--- src/rtl/uart_loop_pkg.sv ---
// Shared definitions for the UART loopback buffer: mode codes, TX FSM states
// and the per-byte transform applied when a word leaves the FIFO.
package uart_loop_pkg;

    localparam logic [1:0] MODE_ECHO  = 2'd0;
    localparam logic [1:0] MODE_CASE  = 2'd1;
    localparam logic [1:0] MODE_INV   = 2'd2;
    localparam logic [1:0] MODE_PAUSE = 2'd3;

    typedef enum logic [1:0] {
        ST_IDLE = 2'd0,
        ST_REQ  = 2'd1,
        ST_BUSY = 2'd2
    } tx_state_e;

    // Case swap only touches ASCII letters; every other code passes unchanged.
    function automatic logic [7:0] xform_byte(input logic [7:0] b, input logic [1:0] mode);
        logic [7:0] r;
        r = b;
        case (mode)
            MODE_CASE: begin
                if ((b >= 8'h41 && b <= 8'h5A) || (b >= 8'h61 && b <= 8'h7A)) begin
                    r = b ^ 8'h20;
                end
            end
            MODE_INV: r = ~b;
            default:  r = b;
        endcase
        return r;
    endfunction

endpackage

--- src/rtl/uart_loop_buf_sync_fifo.sv ---
// Registered-pointer synchronous FIFO; full/empty come from the occupancy count
// so the pointers can simply wrap.
module sync_fifo #(
    parameter int DATA_W = 8,
    parameter int DEPTH  = 16,
    localparam int ADDR_W = $clog2(DEPTH)
) (
    input  logic              clk,
    input  logic              rst_n,
    input  logic              push_i,
    input  logic [DATA_W-1:0] data_i,
    input  logic              pop_i,
    output logic [DATA_W-1:0] head_o,
    output logic [ADDR_W:0]   level_o,
    output logic              full_o,
    output logic              empty_o
);

    localparam logic [ADDR_W:0] FULL_LVL = (ADDR_W+1)'(DEPTH);

    logic [DATA_W-1:0] mem_q [DEPTH];
    logic [ADDR_W-1:0] wr_ptr_q, wr_ptr_d;
    logic [ADDR_W-1:0] rd_ptr_q, rd_ptr_d;
    logic [ADDR_W:0]   level_q, level_d;
    logic              do_push;
    logic              do_pop;

    assign full_o  = (level_q == FULL_LVL);
    assign empty_o = (level_q == '0);
    assign do_push = push_i && !full_o;
    assign do_pop  = pop_i && !empty_o;
    assign head_o  = mem_q[rd_ptr_q];
    assign level_o = level_q;

    always_comb begin
        wr_ptr_d = wr_ptr_q;
        rd_ptr_d = rd_ptr_q;
        level_d  = level_q;
        if (do_push) wr_ptr_d = wr_ptr_q + ADDR_W'(1);
        if (do_pop)  rd_ptr_d = rd_ptr_q + ADDR_W'(1);
        case ({do_push, do_pop})
            2'b10:   level_d = level_q + (ADDR_W+1)'(1);
            2'b01:   level_d = level_q - (ADDR_W+1)'(1);
            default: level_d = level_q;
        endcase
    end

    always_ff @(posedge clk or negedge rst_n) begin
        if (!rst_n) begin
            wr_ptr_q <= '0;
            rd_ptr_q <= '0;
            level_q  <= '0;
        end else begin
            wr_ptr_q <= wr_ptr_d;
            rd_ptr_q <= rd_ptr_d;
            level_q  <= level_d;
        end
    end

    // Storage is deliberately not reset; stale words are unreachable once level is 0.
    always_ff @(posedge clk) begin
        if (do_push) mem_q[wr_ptr_q] <= data_i;
    end

endmodule

--- src/rtl/uart_loop_buf.sv ---
// Buffered UART loopback: RX bytes are queued, transformed at pop time and
// replayed to the TX framer through a req/busy handshake.
module uart_loop_buf
    import uart_loop_pkg::*;
#(
    parameter int DATA_W = 8,
    parameter int DEPTH  = 16,
    localparam int ADDR_W = $clog2(DEPTH)
) (
    input  logic              clk,
    input  logic              rst_n,
    input  logic [DATA_W-1:0] byte_in,
    input  logic              valid_in,
    input  logic              tx_busy,
    input  logic [1:0]        mode,
    input  logic              clr_ovf,
    output logic              tx_req,
    output logic [DATA_W-1:0] byte_out,
    output logic [ADDR_W:0]   level,
    output logic              ovf
);

    tx_state_e         state_q;
    logic              tx_req_q;
    logic [DATA_W-1:0] byte_out_q;
    logic              ovf_q, ovf_d;
    logic              push;
    logic              pop;
    logic              full;
    logic              empty;
    logic [DATA_W-1:0] head;

    // Upper bits beyond the low byte pass through except in invert mode.
    function automatic logic [DATA_W-1:0] xform_word(input logic [DATA_W-1:0] w,
                                                     input logic [1:0] m);
        logic [DATA_W-1:0] xf;
        xf      = w;
        xf[7:0] = xform_byte(w[7:0], m);
        if (m == MODE_INV) xf = ~w;
        return xf;
    endfunction

    assign push = valid_in && !full;
    assign pop  = (state_q == ST_IDLE) && !empty && (mode != MODE_PAUSE) && !tx_busy;

    sync_fifo #(
        .DATA_W (DATA_W),
        .DEPTH  (DEPTH)
    ) u_fifo (
        .clk     (clk),
        .rst_n   (rst_n),
        .push_i  (push),
        .data_i  (byte_in),
        .pop_i   (pop),
        .head_o  (head),
        .level_o (level),
        .full_o  (full),
        .empty_o (empty)
    );

    // Overflow wins over a simultaneous clear so no drop goes unreported.
    always_comb begin
        ovf_d = ovf_q;
        if (clr_ovf)           ovf_d = 1'b0;
        if (valid_in && full)  ovf_d = 1'b1;
    end

    always_ff @(posedge clk or negedge rst_n) begin
        if (!rst_n) ovf_q <= 1'b0;
        else        ovf_q <= ovf_d;
    end

    always_ff @(posedge clk or negedge rst_n) begin
        if (!rst_n) begin
            state_q    <= ST_IDLE;
            tx_req_q   <= 1'b0;
            byte_out_q <= '0;
        end else begin
            case (state_q)
                ST_IDLE: begin
                    if (pop) begin
                        byte_out_q <= xform_word(head, mode);
                        tx_req_q   <= 1'b1;
                        state_q    <= ST_REQ;
                    end
                end
                ST_REQ: begin
                    if (tx_busy) begin
                        tx_req_q <= 1'b0;
                        state_q  <= ST_BUSY;
                    end
                end
                ST_BUSY: begin
                    if (!tx_busy) state_q <= ST_IDLE;
                end
                default: state_q <= ST_IDLE;
            endcase
        end
    end

    assign tx_req   = tx_req_q;
    assign byte_out = byte_out_q;
    assign ovf      = ovf_q;

endmodule

--- config.mk ---
export PLATFORM = sky130hd
export DESIGN_NAME = uart_loop_buf
export DESIGN_NICKNAME = d
export VERILOG_FILES = /design/src/rtl/uart_loop_pkg.sv /design/src/rtl/uart_loop_buf_sync_fifo.sv /design/src/rtl/uart_loop_buf.sv
export SDC_FILE = /design/constraint.sdc
export NUM_CORES = 1
export LEC_CHECK = 0
export BUFFER_PORTS_ARGS = -buffer_cell sky130_fd_sc_hd__buf_2
export CAP_MARGIN = 20
export CORE_ASPECT_RATIO = 1.4
export CORE_MARGIN = 2
export CORE_UTILIZATION = 52
export DETAILED_ROUTE_END_ITERATION = 16
export PLACE_DENSITY = 0.72
export SYNTH_ARGS = -nofsm -noshare
export SYNTH_HDL_FRONTEND = slang
export SYNTH_SLANG_ARGS = --single-unit
--- constraint.sdc ---
create_clock -name clk -period 3.1 [get_ports clk]
set_input_delay 0.155 -clock clk [delete_from_list [all_inputs] [get_ports clk]]
set_output_delay 0.155 -clock clk [all_outputs]
set_load 0.01 [all_outputs]
### Word level (Yosys, flattened, before mapping)

Memories as Yosys holds them, arrays and structs flattened.
Index checks and enable logic that the tools add are counted.

| storage, ports and cells | value |
|---|---|
| register bits after elaboration | 25 |
| bits in writable memories | 128 |
| input bits | 15 |
| output and inout port bits | 15 |
| memories | 1 |

| cells by class | value |
|---|---|
| add/subtract/negate cells | 4 |
| magnitude comparators | 4 |
| equality and inequality tests | 11 |
| multiplexer cells | 15 |
| bitwise logic cells | 2 |
| reduce and logical (&&, ||, !) cells | 21 |

Memories:

| name | depth | width | read ports | clocked after memory_dff | wr ports | RTL line | source |
|---|---|---|---|---|---|---|---|
| u_fifo.mem_q | 16 | 8 | 1 | 0 | 1 | uart_loop_buf_sync_fifo.sv:21 | `logic [DATA_W-1:0] mem_q [DEPTH];` |

Operators by type and width:

| operator | number |
|---|---|
| greater-or-equal comparator 8 x 7 -> 1 bit (second input constant) | 2 |
| less-or-equal comparator 8 x 7 -> 1 bit (second input constant) | 2 |
| two-way mux 6 bit | 2 |
| one-hot mux 5 bit (2 select lines) | 1 |
| logical AND 1 bit | 9 |
| adder 4 x 1 -> 4 bit (second input constant) | 2 |
| two-way mux 8 bit | 1 |
| inverter 8 bit | 1 |
| equality test 2 x 1 -> 1 bit (second input constant) | 3 |
| equality test 2 bit (second input constant) | 3 |
| two-way mux 1 bit | 6 |
| two-way mux 2 bit | 3 |
| != test 2 bit (second input constant) | 3 |
| one-hot mux 2 bit (3 select lines) | 1 |
| AND reduction 3 bit | 2 |
| nonzero test 2 bit | 3 |
| adder 5 x 1 -> 5 bit (second input constant) | 1 |
| equality test 5 bit (second input constant) | 1 |
| logical NOT 5 bit | 1 |
| subtractor 5 x 1 -> 5 bit (second input constant) | 1 |
| logical NOT 1 bit | 3 |
| logical NOT 2 bit | 1 |
| != test 2 x 1 -> 1 bit (second input constant) | 1 |
| one-hot mux 1 bit (2 select lines) | 1 |
| 3 further kinds | 3 |

### Logic depth before layout (Yosys ltp)

| depth | value |
|---|---|
| word-level depth | 8 |
| depth in mapped cells | 10 |
| gate-level depth less buffers | 10 |

### Cells and area by module

From an unflattened synthesis, not the netlist that was laid out.

| unflattened totals | value |
|---|---|
| cell total of the unflattened synthesis | 397 |
| area total of the unflattened synthesis | 6382.4 um2 |

By module, submodules not included:

| module | instances | cells each | area an instance (um2) |
|---|---|---|---|
| sync_fifo | 1 | 332 | 5779.3 |
| uart_loop_buf | 1 | 65 | 603.1 |

### Worst setup path after synthesis

No wires, ideal clock.

| path | value |
|---|---|
| path type | reg2reg |
| from | reg u_fifo.level_q[1], in the netlist u_fifo.level_o[1] |
| to | reg u_fifo.level_q[4], in the netlist u_fifo.level_o[4] |
| setup time | 0.129 ns |
| data arrival time | 2.922 ns |
| required time | 2.971 ns |
| setup slack | 0.049 ns |
| stages on the path, launching flop included | 11 |
| path buffers | 0 |
| period minus slack after synthesis | 3.051 ns |
| path through | dfrtp_1 -> or4_1 -> o21ai_1 -> inv_1 -> ha_1 -> fa_1 -> a21o_1 -> a21oi_1 -> xor2_1 -> nor2_1 -> xor2_1 |

| on the way | value |
|---|---|
| word-level cells in the longest chain between the ends | 8 |

RTL lines:

| item | RTL line | source |
|---|---|---|
| from (decl) | uart_loop_buf_sync_fifo.sv:24 | `logic [ADDR_W:0] level_q, level_d;` |
| from (signal assigned) | uart_loop_buf_sync_fifo.sv:56 | `level_q <= level_d;` |
| logical NOT 5 bit (*) | uart_loop_buf_sync_fifo.sv:29 | `assign empty_o = (level_q == '0);` |
| logical NOT 1 bit (*) | uart_loop_buf_sync_fifo.sv:31, uart_loop_buf.sv:44 |  |
| logical AND 1 bit (3 in series) | uart_loop_buf.sv:44 | `assign pop = (state_q == ST_IDLE) && !empty && (mode != MODE_PAUSE) && !tx_busy;` |
| logical AND 1 bit (*) | uart_loop_buf_sync_fifo.sv:31 | `assign do_pop = pop_i && !empty_o;` |
| net u_fifo.do_pop | uart_loop_buf_sync_fifo.sv:26 | `logic do_pop;` |
| equality test 2 x 1 -> 1 bit or equality test 2 bit (tied branches) | uart_loop_buf_sync_fifo.sv:41 | `case ({do_push, do_pop})` |
| one-hot mux 5 bit (2 select lines) or nonzero test 2 bit (tied branches) | -- |  |

Mark *: on every way through the listed nets, which the timed path passes. The rest lies on a longest branch.
A chain may end at the register's enable or synchronous reset.

### Worst setup path after layout

| path | value |
|---|---|
| from | reg u_fifo.rd_ptr_q[0] |
| to | reg byte_out_q[5], in the netlist byte_out[5] |

| on the way | value |
|---|---|
| word-level cells in the longest chain between the ends | 7 |

RTL lines:

| item | RTL line | source |
|---|---|---|
| from (decl) | uart_loop_buf_sync_fifo.sv:23 | `logic [ADDR_W-1:0] rd_ptr_q, rd_ptr_d;` |
| from (signal assigned) | uart_loop_buf_sync_fifo.sv:55 | `rd_ptr_q <= rd_ptr_d;` |
| memory (16 x 8 bit) (*) | -- |  |
| greater-or-equal comparator 8 x 7 -> 1 bit or less-or-equal comparator 8 x 7 -> 1 bit (tied branches) | uart_loop_pkg.sv:22 | `if ((b >= 8'h41 && b <= 8'h5A) \|\| (b >= 8'h61 && b <= 8'h7A)) begin` |
| logical AND 1 bit | uart_loop_pkg.sv:22 |  |
| logical OR 1 bit | uart_loop_pkg.sv:22 |  |
| two-way mux 6 bit | uart_loop_pkg.sv:22 |  |
| two-way mux 6 bit | -- |  |
| two-way mux 8 bit (*) | uart_loop_buf.sv:39 | `if (m == MODE_INV) xf = ~w;` |
| to (signal assigned) | uart_loop_buf.sv:82 | `byte_out_q <= xform_word(head, mode);` |
| to (decl) | uart_loop_buf.sv:25 | `logic [DATA_W-1:0] byte_out_q;` |

Mark *: on every way between the ends. The rest lies on a longest branch, timed or not.

==> results by group <==
Detailed routing
  • DR WL/cell: 22.68 µm
  • Routed WL: between 10000 and 15000 µm
  • Pre-antenna DRT Iters: 4
  • Number of routed nets with antenna violations: 0
  • DRC viols: 0
  • DR vias/cell: 5.740
  • DR iter-0 viols: 229
  • DR vias: 3197

Floorplan
  • Die width: 96.30 µm
  • Initial Util: between 50% and 60%
  • Die area: around 0.013 mm²
  • IO Pins: 30
  • Num rows: between 40 and 50
  • Core Area: 0.01176 mm²
  • Chip Height: 133.2 µm

Final layout
  • Commonest non-fill, non-tap cells in the layout: edfxtp_1 (128), mux4_2 (37), buf_2 (29), buf_4 (25)
  • Fin area: 0.007306 mm²
  • Most common cell after layout, fill and taps aside: edfxtp_1
  • Fillers: around 830
  • # diodes: 0
  • Area grow syn2layout: 17.79%
  • Layout cell share with drive strength beyond 1: a little under a third
  • Final net count: 422

Worst setup path
  • Critical path's slowest cell: dfrtp_2
  • Critical path class: reg -> reg
  • Critical Path AT: 3.22 ns
  • Critical Path Source Type: flop
  • Cell mode on critical path: mux4_2
  • Setup crit end kind: flop
  • Req. time, crit path: roughly 3.4 ns
  • Crit path max fanout: 12
  • Crit-path cells: mux4_2, mux4_2, or4b_1, nor3_2, mux2_1
  • Crit-path max cell delay: 0.60 ns

Power
  • Cell area power density: around 960 mW/mm²
  • Leakage: 0.002595 µW
  • VDD IR-drop max: 414.6 µV

Timing
  • FMAX: 341.9 MHz
  • TNS Setup: 0 ns
  • Slew @ Worst Pin: approximately 0.93 ns
  • Setup violations, final: 0
  • Final Critical Period: 2.925 ns
  • RSZ-0062 raised after global routing: false
  • Hold Slack: between 0.015 and 0.02 ns
  • Final Worst Setup Slack: 0.1752 ns
  • Clock skew: 0.01030 ns
  • Slew headroom: 38.17%
  • Final Hold Fails: 0
  • Count of final max-slew check failures: 0
  • Period utilization: 94.35%

Synth
  • Top_reg_cell synth: edfxtp_1
  • Syn Std Cell Area: between 0.006 and 0.007 mm²
  • Cells taking the most area after synthesis: edfxtp_1 (62%), mux4_2 (13%), dfrtp_1 (10%), xnor2_1 (2.1%), ha_1 (1.8%)
  • #FFs+latches synth: roughly 150
  • Syn_nets: 361
  • Synth Instances: 336
  • Avg Cell Area, Syn: roughly 18 µm²
  • Synth area leader: edfxtp_1
  • Post-synth top area share: between 60% and 70%
  • Yosys warnings: 0
  • Share of flip-flops with an asynchronous set or reset: roughly 16%
  • Post-synth EDFFs: 128
  • Post-synth cell types: 35
  • Post-synthesis sequential area ratio: 72.06%

Place
  • RD Place Congestion: around 0.79
  • Cell Area, Placed: roughly 0.0067 mm²
  • DP Worst Slack: 0.2034 ns
  • Detailed Place HPWL: slightly above 8000 µm
  • Port Buf Inserts: 29

Clocking
  • CTS Buf Count: 17
  • CTS tree: yes
  • Clk root buf: clkbuf_16
  • Reg clk slew, reported paths: 0.06 ns
  • Clock Sinks: 153
  • Clock latency on the worst-skew pair: 0.42 ns
  • # H-tree levels: 4
  • Clk buf depth: 2

Global routing
  • Vias in the first global route: 3379
  • Largest net degree at the start of global routing: 26
  • Gr usage total: 21.63%
  • Total congestion overflow: 0
  • Global-route wire length before repair: between 15000 and 20000 µm
  • Initial antenna violation count: 1

Status
  • Outcome: finished clean

Hold path
  • Worst min path class: in -> reg

Run
  • Maxcap violations: 0
cell families (layout without fill, tap and decap cells):
kind of cell             count (synthesis)  after routing  share of synthesized area (%)
AND/OR/NAND/NOR                         64             64                          4.862
flip-flops                             153            153                          72.06
buffers and inverters                   22             96                          1.674
multiplexers                            41             41                          14.14
adder cells (fa/ha/maj)                 10             10                          2.138
XOR/XNOR                                19             19                          2.683
AO/OA/AOI/OAI                           27             27                          2.441
registers in the layout (all words and copies together), names as in the netlist:
name	cells
state_q	2
u_fifo.wr_ptr_q	4
tx_req	1
u_fifo.mem_q	128
ovf	1
u_fifo.rd_ptr_q	4
u_fifo.level_o	5
byte_out	8
layer usage:
layer / GRT usage (%) / routed length, µm / share of wire (%)
met1: 25.19 / 4536 / 36
met5: 0 / 13 / 0.10
met4: 9.311 / 270 / 2.1
met3: 5.882 / 853 / 6.8
met2: 37.08 / 6959 / 55
cells in the mapped netlist (2+ instances only):
master / number
a21o_1: 2
a21oi_1: 6
a22oi_1: 2
buf_1: 3
buf_2: 2
buf_6: 2
clkbuf_1: 8
dfrtp_1: 25
edfxtp_1: 128
ha_1: 9
inv_1: 6
mux2_2: 2
mux4_2: 37
nand2_1: 24
nand2b_1: 4
nand3_1: 5
nand4_1: 2
nor2_1: 16
nor2b_1: 3
nor3_1: 4
nor3_2: 2
o21ai_0: 12
o21ai_1: 3
xnor2_1: 15
xor2_1: 4
repair_timing:
action	4_1_cts	5_1_grt
gates resized for setup	0	0
buffers inserted	0	0
endpoints found under the hold margin	28	0
hold buffers	3	0
final cells by class:
class / instances / area, µm² / share of cell area [%]
Multi-Input combinational cell: 161 / 1629 / 22.30
Timing Repair Buffer: 58 / 382.9 / 5.241
Sequential cell: 153 / 4471 / 61.19
Tap cell: 147 / 183.9 / 2.518
Inverter: 6 / 22.52 / 0.3083
Clock inverter: 15 / 191.4 / 2.620
Clock buffer: 17 / 425.4 / 5.823
metrics by stage:
| step | power [µW] | std cells | utilization, % |
|---|---|---|---|
| after floorplan | 4299 | 336 | - |
| after global placement | 4869 | 522 | 56.62 |
| after detailed placement | 4939 | 522 | 56.62 |
| after CTS | 7067 | 557 | 62.12 |
| after global routing | 7367 | 557 | 62.12 |
| final | 7006 | 557 | 62.12 |
worst max-delay path: cells and delay by family (launching register included):
| family | cells | cell delay (ns) |
|---|---|---|
| mux | 3 | 1.40 |
| simple gates | 2 | 0.81 |
| flops | 1 | 0.60 |
power breakdown:
part / switching [µW] / total [µW] / leakage (µW) / internal, µW
sequential: 290 / 2850 / 0.00146 / 2560
clock: 830 / 2120 / 0.000292 / 1290
combinational: 1010 / 2040 / 0.000843 / 1030
path summary, 6_finish.rpt:
kind	from	endpoint	slack [ns]	cells after the start
max in group asynchronous	rst_n	u_fifo.rd_ptr_q[0]	2.40	2
max	u_fifo.rd_ptr_q[0]	byte_out[5]	0.18	5
max reg2reg	u_fifo.rd_ptr_q[0]	byte_out[5]	0.18	5
min	valid_in	ovf	0.02	3
min reg2reg	byte_out[6]	byte_out[6]	0.47	2
min in group asynchronous	rst_n	ovf	0.28	2
Note: power is estimated with default switching activity, not from simulation.
